==> src/rtl/mem_stage.sv <==
// mem_stage: registers the execute result, runs one data-memory access
// per load/store over a req/ack port, and hands one result to write-back.
module mem_stage #(
  parameter int WORD_W = 32,
  parameter int REG_W  = 5
) (
  input  logic              i_clk,
  input  logic              i_rst_n,
  input  logic              i_valid,
  input  logic [WORD_W-1:0] i_exResult,
  input  logic [1:0]        i_memOp,
  input  logic [1:0]        i_memSize,
  input  logic              i_signExt,
  input  logic [WORD_W-1:0] i_storeData,
  input  logic [REG_W-1:0]  i_regDst,
  input  logic              i_regWrite,
  output logic              o_stall,
  output logic              o_memReq,
  output logic              o_memWe,
  output logic [WORD_W-1:0] o_memAddr,
  output logic [3:0]        o_memByteEn,
  output logic [WORD_W-1:0] o_memWdata,
  input  logic              i_memAck,
  input  logic [WORD_W-1:0] i_memRdata,
  output logic              o_valid,
  output logic [WORD_W-1:0] o_result,
  output logic [REG_W-1:0]  o_regDst,
  output logic              o_regWrite,
  output logic              o_misalign
);

  typedef enum logic [1:0] {
    IDLE,
    REQ,
    DRAIN
  } state_t;

  localparam logic [1:0] OP_LOAD  = 2'd1;
  localparam logic [1:0] OP_STORE = 2'd2;
  localparam logic [1:0] SZ_BYTE  = 2'd0;
  localparam logic [1:0] SZ_HALF  = 2'd1;
  localparam logic [1:0] SZ_WORD  = 2'd2;

  // Operands of the access in flight.
  typedef struct packed {
    logic [1:0]       size;
    logic [1:0]       off;
    logic             sext;
    logic             load;
    logic [REG_W-1:0] dst;
    logic             wr;
  } acc_t;

  // A non-memory result that arrived on the ack edge and waits one
  // cycle behind the load/store result.
  typedef struct packed {
    logic [WORD_W-1:0] result;
    logic [REG_W-1:0]  dst;
    logic              wr;
    logic              mis;
  } skid_t;

  state_t state;
  acc_t   acc;
  skid_t  skid;

  logic              in_load;
  logic              in_mem;
  logic [1:0]        in_size;
  logic              in_mis;
  logic              in_go;
  logic [3:0]        in_be;
  logic [WORD_W-1:0] in_wdata;
  logic              nm_wr;
  logic [WORD_W-1:0] rd_shift;
  logic [WORD_W-1:0] ld_data;
  logic [WORD_W-1:0] st_addr;

  // Decode the incoming instruction: op, size, alignment, lanes.
  always_comb begin
    in_load  = (i_memOp == OP_LOAD);
    in_mem   = in_load || (i_memOp == OP_STORE);
    in_size  = (i_memSize == 2'd3) ? SZ_WORD : i_memSize;
    in_mis   = 1'b0;
    in_be    = 4'b1111;
    in_wdata = i_storeData;
    unique case (1'b1)
      (in_size == SZ_BYTE): begin
        in_be    = 4'b0001 << i_exResult[1:0];
        in_wdata = {(WORD_W/8){i_storeData[7:0]}};
      end
      (in_size == SZ_HALF): begin
        in_mis   = i_exResult[0];
        in_be    = 4'b0011 << i_exResult[1:0];
        in_wdata = {(WORD_W/16){i_storeData[15:0]}};
      end
      default: begin
        in_mis = |i_exResult[1:0];
      end
    endcase
    in_go = in_mem && !in_mis;
    nm_wr = !in_mem && i_regWrite;
  end

  // Pick the addressed lane of the read word and extend it.
  always_comb begin
    rd_shift = i_memRdata >> {acc.off, 3'b000};
    ld_data  = rd_shift;
    unique case (1'b1)
      (acc.size == SZ_BYTE):
        ld_data = {{(WORD_W-8){acc.sext & rd_shift[7]}},
                   rd_shift[7:0]};
      (acc.size == SZ_HALF):
        ld_data = {{(WORD_W-16){acc.sext & rd_shift[15]}},
                   rd_shift[15:0]};
      default:
        ld_data = rd_shift;
    endcase
    st_addr = {o_memAddr[WORD_W-1:2], acc.off};
  end

  // Hold upstream while waiting for ack, and for the one drain cycle.
  always_comb begin
    o_stall = ((state == REQ) && !i_memAck) || (state == DRAIN);
  end

  // Main FSM with registered memory-port and write-back outputs.
  always_ff @(posedge i_clk or negedge i_rst_n) begin
    if (!i_rst_n) begin
      state       <= IDLE;
      acc         <= '0;
      skid        <= '0;
      o_memReq    <= 1'b0;
      o_memWe     <= 1'b0;
      o_memAddr   <= '0;
      o_memByteEn <= 4'b0000;
      o_memWdata  <= '0;
      o_valid     <= 1'b0;
      o_result    <= '0;
      o_regDst    <= '0;
      o_regWrite  <= 1'b0;
      o_misalign  <= 1'b0;
    end else begin
      o_valid    <= 1'b0;
      o_misalign <= 1'b0;
      unique case (state)
        IDLE: begin
          if (i_valid && in_go) begin
            state       <= REQ;
            acc.size    <= in_size;
            acc.off     <= i_exResult[1:0];
            acc.sext    <= i_signExt;
            acc.load    <= in_load;
            acc.dst     <= i_regDst;
            acc.wr      <= i_regWrite;
            o_memReq    <= 1'b1;
            o_memWe     <= !in_load;
            o_memAddr   <= {i_exResult[WORD_W-1:2], 2'b00};
            o_memByteEn <= in_be;
            o_memWdata  <= in_wdata;
          end else if (i_valid) begin
            o_valid    <= 1'b1;
            o_result   <= i_exResult;
            o_regDst   <= i_regDst;
            o_regWrite <= nm_wr;
            o_misalign <= in_mem;
          end
        end
        REQ: begin
          if (i_memAck) begin
            state       <= IDLE;
            o_memReq    <= 1'b0;
            o_memWe     <= 1'b0;
            o_memByteEn <= 4'b0000;
            o_valid     <= 1'b1;
            o_result    <= acc.load ? ld_data : st_addr;
            o_regDst    <= acc.dst;
            o_regWrite  <= acc.load && acc.wr;
            if (i_valid && in_go) begin
              state       <= REQ;
              acc.size    <= in_size;
              acc.off     <= i_exResult[1:0];
              acc.sext    <= i_signExt;
              acc.load    <= in_load;
              acc.dst     <= i_regDst;
              acc.wr      <= i_regWrite;
              o_memReq    <= 1'b1;
              o_memWe     <= !in_load;
              o_memAddr   <= {i_exResult[WORD_W-1:2], 2'b00};
              o_memByteEn <= in_be;
              o_memWdata  <= in_wdata;
            end else if (i_valid) begin
              state       <= DRAIN;
              skid.result <= i_exResult;
              skid.dst    <= i_regDst;
              skid.wr     <= nm_wr;
              skid.mis    <= in_mem;
            end
          end
        end
        DRAIN: begin
          state      <= IDLE;
          o_valid    <= 1'b1;
          o_result   <= skid.result;
          o_regDst   <= skid.dst;
          o_regWrite <= skid.wr;
          o_misalign <= skid.mis;
        end
        default: begin
          state <= IDLE;
        end
      endcase
    end
  end

endmodule

==> config.mk <==
export PLATFORM = sky130hd
export DESIGN_NAME = mem_stage
export DESIGN_NICKNAME = d
export VERILOG_FILES = /design/src/rtl/mem_stage.sv
export SDC_FILE = /design/constraint.sdc
export NUM_CORES = 1
export LEC_CHECK = 0
export ABC_AREA = 1
export CORE_ASPECT_RATIO = 0.5
export CORE_MARGIN = 4
export CORE_UTILIZATION = 50
export CTS_BUF_LIST = sky130_fd_sc_hd__clkbuf_4 sky130_fd_sc_hd__clkbuf_8
export DETAILED_ROUTE_END_ITERATION = 12
export GPL_TIMING_DRIVEN = 0
export PLACE_DENSITY = 0.85
export SLEW_MARGIN = 20
export SYNTH_ARGS = -nofsm -noshare
export SYNTH_HDL_FRONTEND = slang
export SYNTH_SLANG_ARGS = --single-unit
==> constraint.sdc <==
create_clock -name i_clk -period 2.05 [get_ports i_clk]
set_clock_uncertainty 0.1 [all_clocks]
set_input_delay 0.205 -clock i_clk [delete_from_list [all_inputs] [get_ports i_clk]]
set_output_delay 0.205 -clock i_clk [all_outputs]
set_load 0.01 [all_outputs]
# After elaboration in Yosys (flattened, before gate mapping)
# Cells that the tools add are included.
# word_totals
out_inout_bits	111
elab_cells	111
register_bits	163
# op_classes
bitwise	3
eq_ne	11
reduce_logical	22
muxes	51
shift	3
# op_table
cell	count
2-to-1 mux 32 bit	8
one-hot mux 32 bit (2 select lines)	4
one-hot mux 32 bit (3 select lines)	1
right shift 32 x 5 -> 32 bit	1
2-to-1 mux 12 bit	2
one-hot mux 12 bit (2 select lines)	1
one-hot mux 4 bit (2 select lines)	2
2-to-1 mux 5 bit	3
one-hot mux 5 bit (3 select lines)	1
2-to-1 mux 1 bit	14
2-to-1 mux 4 bit	3
2-to-1 mux 2 bit	5
equality test 2 x 1 -> 1 bit (second input constant)	4
!= test 2 bit (second input constant)	4
one-hot mux 1 bit (2 select lines)	4
AND reduction 4 bit	2
equality test 2 bit (second input constant)	3
zero test 2 bit	3
one-hot mux 1 bit (3 select lines)	2
logical AND 1 bit	5
zero test 1 bit	4
one-hot mux 2 bit (2 select lines)	1
AND reduction 2 bit	2
<< shifter 1 x 2 -> 4 bit (first input constant)	1
8 further kinds	10

# Longest topological paths before layout
# depth
ltp_word	10
mapped_depth	12

# Least setup slack after synthesis
# Ideal clock, no wire load.
# synth_timing
path_type	reg-to-reg
start	register state[0]
end	register o_result[30]
arrival_ps	1540
slack_ps	294
t_required_ps	1833
stages_incl_launch_ff	9
path_cell_list	dfrtp_1 -> inv_1 -> ha_1 -> inv_1 -> clkbuf_1 -> clkbuf_1 -> a21oi_1 -> nand2_1 -> nand2_1
# synth_via
elab_chain_len	3
# synth_rtl
element	line_no	source
start, declared	63	state_t state;
start signal, assigned	130	state <= IDLE;
start signal, assigned	149	state <= REQ;
start signal, assigned	171	state <= IDLE;
equality test 2 x 1 -> 1 bit, or another cell as far along	146	unique case (state)
!= test 2 bit (no source line) / nonzero test 3 bit (equally long branches)	n/a	
AND reduction 4 bit (no source line)	n/a	
end signal, assigned	163	o_result <= i_exResult;
end signal, assigned	176	o_result <= acc.load ? ld_data : st_addr;
end signal, assigned	204	o_result <= skid.result;
end, declared	26	output logic [WORD_W-1:0] o_result,
# Several ways; a longest one is shown, not always the timed one.
# A chain may end at the register's enable or synchronous reset.

# Final worst setup path
# layout_timing
start	register acc[6] (netlist name)
end	register o_regWrite
# layout_via
elab_chain_len	3
# layout_rtl
element	line_no	source
start, declared	64	acc_t acc;
logical AND 1 bit	178	o_regWrite <= acc.load && acc.wr;
2-to-1 mux 1 bit	170	if (i_memAck) begin
one-hot mux 1 bit (3 select lines)	146	
end signal, assigned	165	o_regWrite <= nm_wr;
end signal, assigned	178	
end signal, assigned	206	o_regWrite <= skid.wr;
end, declared	28	output logic o_regWrite,
# Every way passes these cells. The select of a mux whose other input is x is not followed.

==> impl_results.md <==
- Final instance count without filler cells: roughly 1600
- Cell area after technology mapping: roughly 0.0082 mm²
- Wire length of the first global-routing pass: 45.5 mm
- Number of vias per cell: 5.57
- Number of synthesized register bits: ~160
- Detail Route Antenna Nets: 0
- Tightest Hold Check Type: in -> async
- Worst Path Max Fanout: 10
- GRT met3 Usage: 0.0782
- Via count of the routed design: between 8000 and 9000
- Global routing's busiest layer: met2
- Cell type contributing the most total cell area after synthesis: dfrtp_1
- Fin Setup TNS: -0.0247 ns
- Syn Inst Count: between 1000 and 1500
- Post-detailed-routing wire length: a little under 30 mm
- Top cell types by occurrence after synthesis: 400 x nand2_1, 161 x dfrtp_1, 89 x o21ai_1, 82 x o21ai_0, 78 x a21oi_1
- Die height: between 90 and 100 µm
- Relative slew slack: 0.427
- Footprint of the flip-flops and latches: 0.00403 mm²
- Number of ports placed on the die boundary: around 220
- Category of the most critical setup path: reg -> reg
- H-tree levels: 4
- Area delta synth->final: 37.6%
- Die X-Extent: approximately 190 µm
- Time the final worst path needs with I/O delays and setup: ~2.1 ns
- Measured slew at the worst slew-check pin: roughly 0.86 ns
- Number of iterations in the first detailed-routing pass: 8
- Area share of the leading cell type in the synthesized netlist: 0.492
- Via count of the first global-routing pass: 8517
- Most frequently used flop master after synthesis: dfrtp_1
- Total leakage power: between 5 and 6 nW
- Number of different library cells in the post-synthesis netlist: 31
- Total grt overflow: 0
- Violated checks: setup timing
- Sequential area share after synthesis: 0.492
- Number of core rows: 32
- Port buffer count: approximately 220
- Wire per inst: roughly 19 µm
- Data required, critical path: 2.38 ns
- Layout cell share with drive strength beyond 1: 0.0892
- Last weighted congestion value of the routability-driven placer: just over 1
- Global routing met2 resource utilization: 0.487
- Met1 Resource Use GR: 0.423
- Type of origin of the critical path: register
- DRC violations left: 0
- Maximum number of pins on one net before global-route repair: a little under 100
- Arrival @ worst endpoint: roughly 2.4 ns
- Fin nets: approximately 1400
- Run status: finished with violations
- Top area cells in the synthesized netlist: dfrtp_1 49%, nand2_1 18%, o21ai_1 5.4%
- Number of antenna violations at the first check in global routing: 0
- Starting density of the core: 0.521
- Iteration-0 DRC Markers: just under 800
- Hold violation total from the final report: 0
- TritonCTS clock tree: done
- Clock Tree Buf Depth: 2
- Share of the clock period used by the worst path: 1.01
- Die Footprint: approximately 0.019 mm²
- Core box area: about 0.016 mm²
- Most common cell in the netlist: nand2_1
- CTS Root Cell: clkbuf_8
- Layout Cell Area excl Fill: 0.0113 mm²
- GRT Util Overall: 0.308
- Final setup violation count: 1
- F_max: a little under 500 MHz
- Multi-input logic area: between 0.003 and 0.004 mm²
- Clock-pin slew on the worst setup and hold paths: 0.12 ns
- Post-route setup slack: -0.0247 ns
- Antenna cell count: 0
- CTS sink cnt: 161
- Cell area power density: between 1500 and 2000 mW/mm²
- FFs w/ async S/R, synth: 1.00
- Number of warnings reported in the yosys synthesis log: 0
- Final Slew Violations: 0
- Number of enable flip-flop cells after synthesis: 0
- Type of element capturing the critical path: register
- Post-detail-place hpwl: around 22 mm
- Final cell utilization of the core: 0.717
- Average footprint of a synthesized cell: around 7.6 µm²
- Worst IR Drop VDD: approximately 0.76 mV
- TritonCTS buffer count: 17
- Max capacitance violation total: 0
- Placed insts: approximately 1500
- Area after detailed placement: between 0.01 and 0.015 mm²
- Fillcell total: approximately 1200
- Unrepaired setup endpoints after global routing: true
- Clock latency at the later pin of the worst-skew pair: roughly 0.48 ns
[sequential cells by signal, summed over array words and instances (netlist names)]
register and count:
o_memReq 1, o_regDst 5, acc 12, o_memWe 1
o_memWdata 32, o_memAddr 30, o_regWrite 1, skid 39
o_misalign 1, o_result 32, state 2, o_valid 1
o_memByteEn 4
[critical path: stages, from the launching register on]
cell and delay (ns):
dfrtp_1 0.36, buf_2 0.24, buf_1 0.68, nand3_1 0.18
a21oi_1 0.23, nor2_1 0.09, o21ai_1 0.13
[report_power, final]
part / leakage, nW / total (mW) / internal (mW) / switching (mW)
registers: 2.01 / 5.77 / 4.73 / 1.05
clock network: 0.185 / 2.34 / 0.920 / 1.42
logic: 3.12 / 9.15 / 4.04 / 5.11
[placed cells by master (no fill, tap or decap), drive strengths merged]
cell type / instances
inv: 82
o22ai: 2
clkdlybuf4s50: 217
clkinv: 4
nand3: 13
clkbuf: 47
dfrtp: 161
buf: 51
dlygate4sd3: 1
o31ai: 5
nor2: 69
nand2: 402
o211ai: 16
nand3b: 1
a221oi: 5
nor3: 1
o21ai: 171
clkinvlp: 4
ha: 5
conb: 2
a31oi: 1
a21oi: 78
a22o: 8
[stage by stage]
step	power [mW]	setup WS (ns)	hold slack, ns
3_5_place_dp	14.5	-0.445	0.0833
4_1_cts	17.0	-0.000677	0.149
5_1_grt	18.4	-0.0475	0.177
2_1_floorplan	10.3	0.294	-0.191
6_report	17.3	-0.0247	0.141
3_3_place_gp	14.3	-5.71	0.356
[per-layer routing]
metal	up-vias	wire, µm
met4	0	640
met1	4146	12000
li1	4000	-
met2	516	13200
met3	61	3110
met5	-	0
[layout make-up]
type / count / area share
plain buffers: 69 / 0.0397
inverters: 76 / 0.0264
repair buffers: 229 / 0.203
flip-flops and latches: 161 / 0.357
well taps: 221 / 0.0245
clock buffers: 18 / 0.0214
multi-input cells: 779 / 0.315
clock inverters: 14 / 0.0129
[timing repair]
action / 4_1_cts / 5_1_grt
endpoints found under the hold margin: 63 / 0
gates cloned: 0 / 0
pin swaps: 0 / 1
resized for setup: 28 / 38
endpoints found under the setup margin: 62 / 133
setup buffers: 3 / 5
hold buffers: 1 / 0
[path summary, 6_finish.rpt]
check / start / endpoint / slack (ns) / cells past startpoint
setup / recovery: acc[6] / o_regWrite / -0.02 / 6
hold / removal: i_rst_n / o_regDst[2] / 0.14 / 2
setup reg to reg: acc[6] / o_regWrite / -0.02 / 6
hold reg to reg: o_memByteEn[2] / o_memByteEn[2] / 0.38 / 2
max in group asynchronous: i_rst_n / o_memAddr[6] / 0.82 / 3
min in group i_clk: i_regDst[0] / skid[2] / 0.21 / 3
[cells by family (layout without fill, tap and decap cells)]
group | count (synthesis) | after routing | synth area share
and+or+nand+nor | 486 | 486 | 0.233
DFF | 161 | 161 | 0.492
AOI/OAI and AO/OA | 286 | 286 | 0.187
buffers and inverters | 146 | 406 | 0.0800
other | 1 | 2 | 0.000458
adders and majority gates | 5 | 5 | 0.00763
No activity file was read; power rests on OpenSTA's default activity.
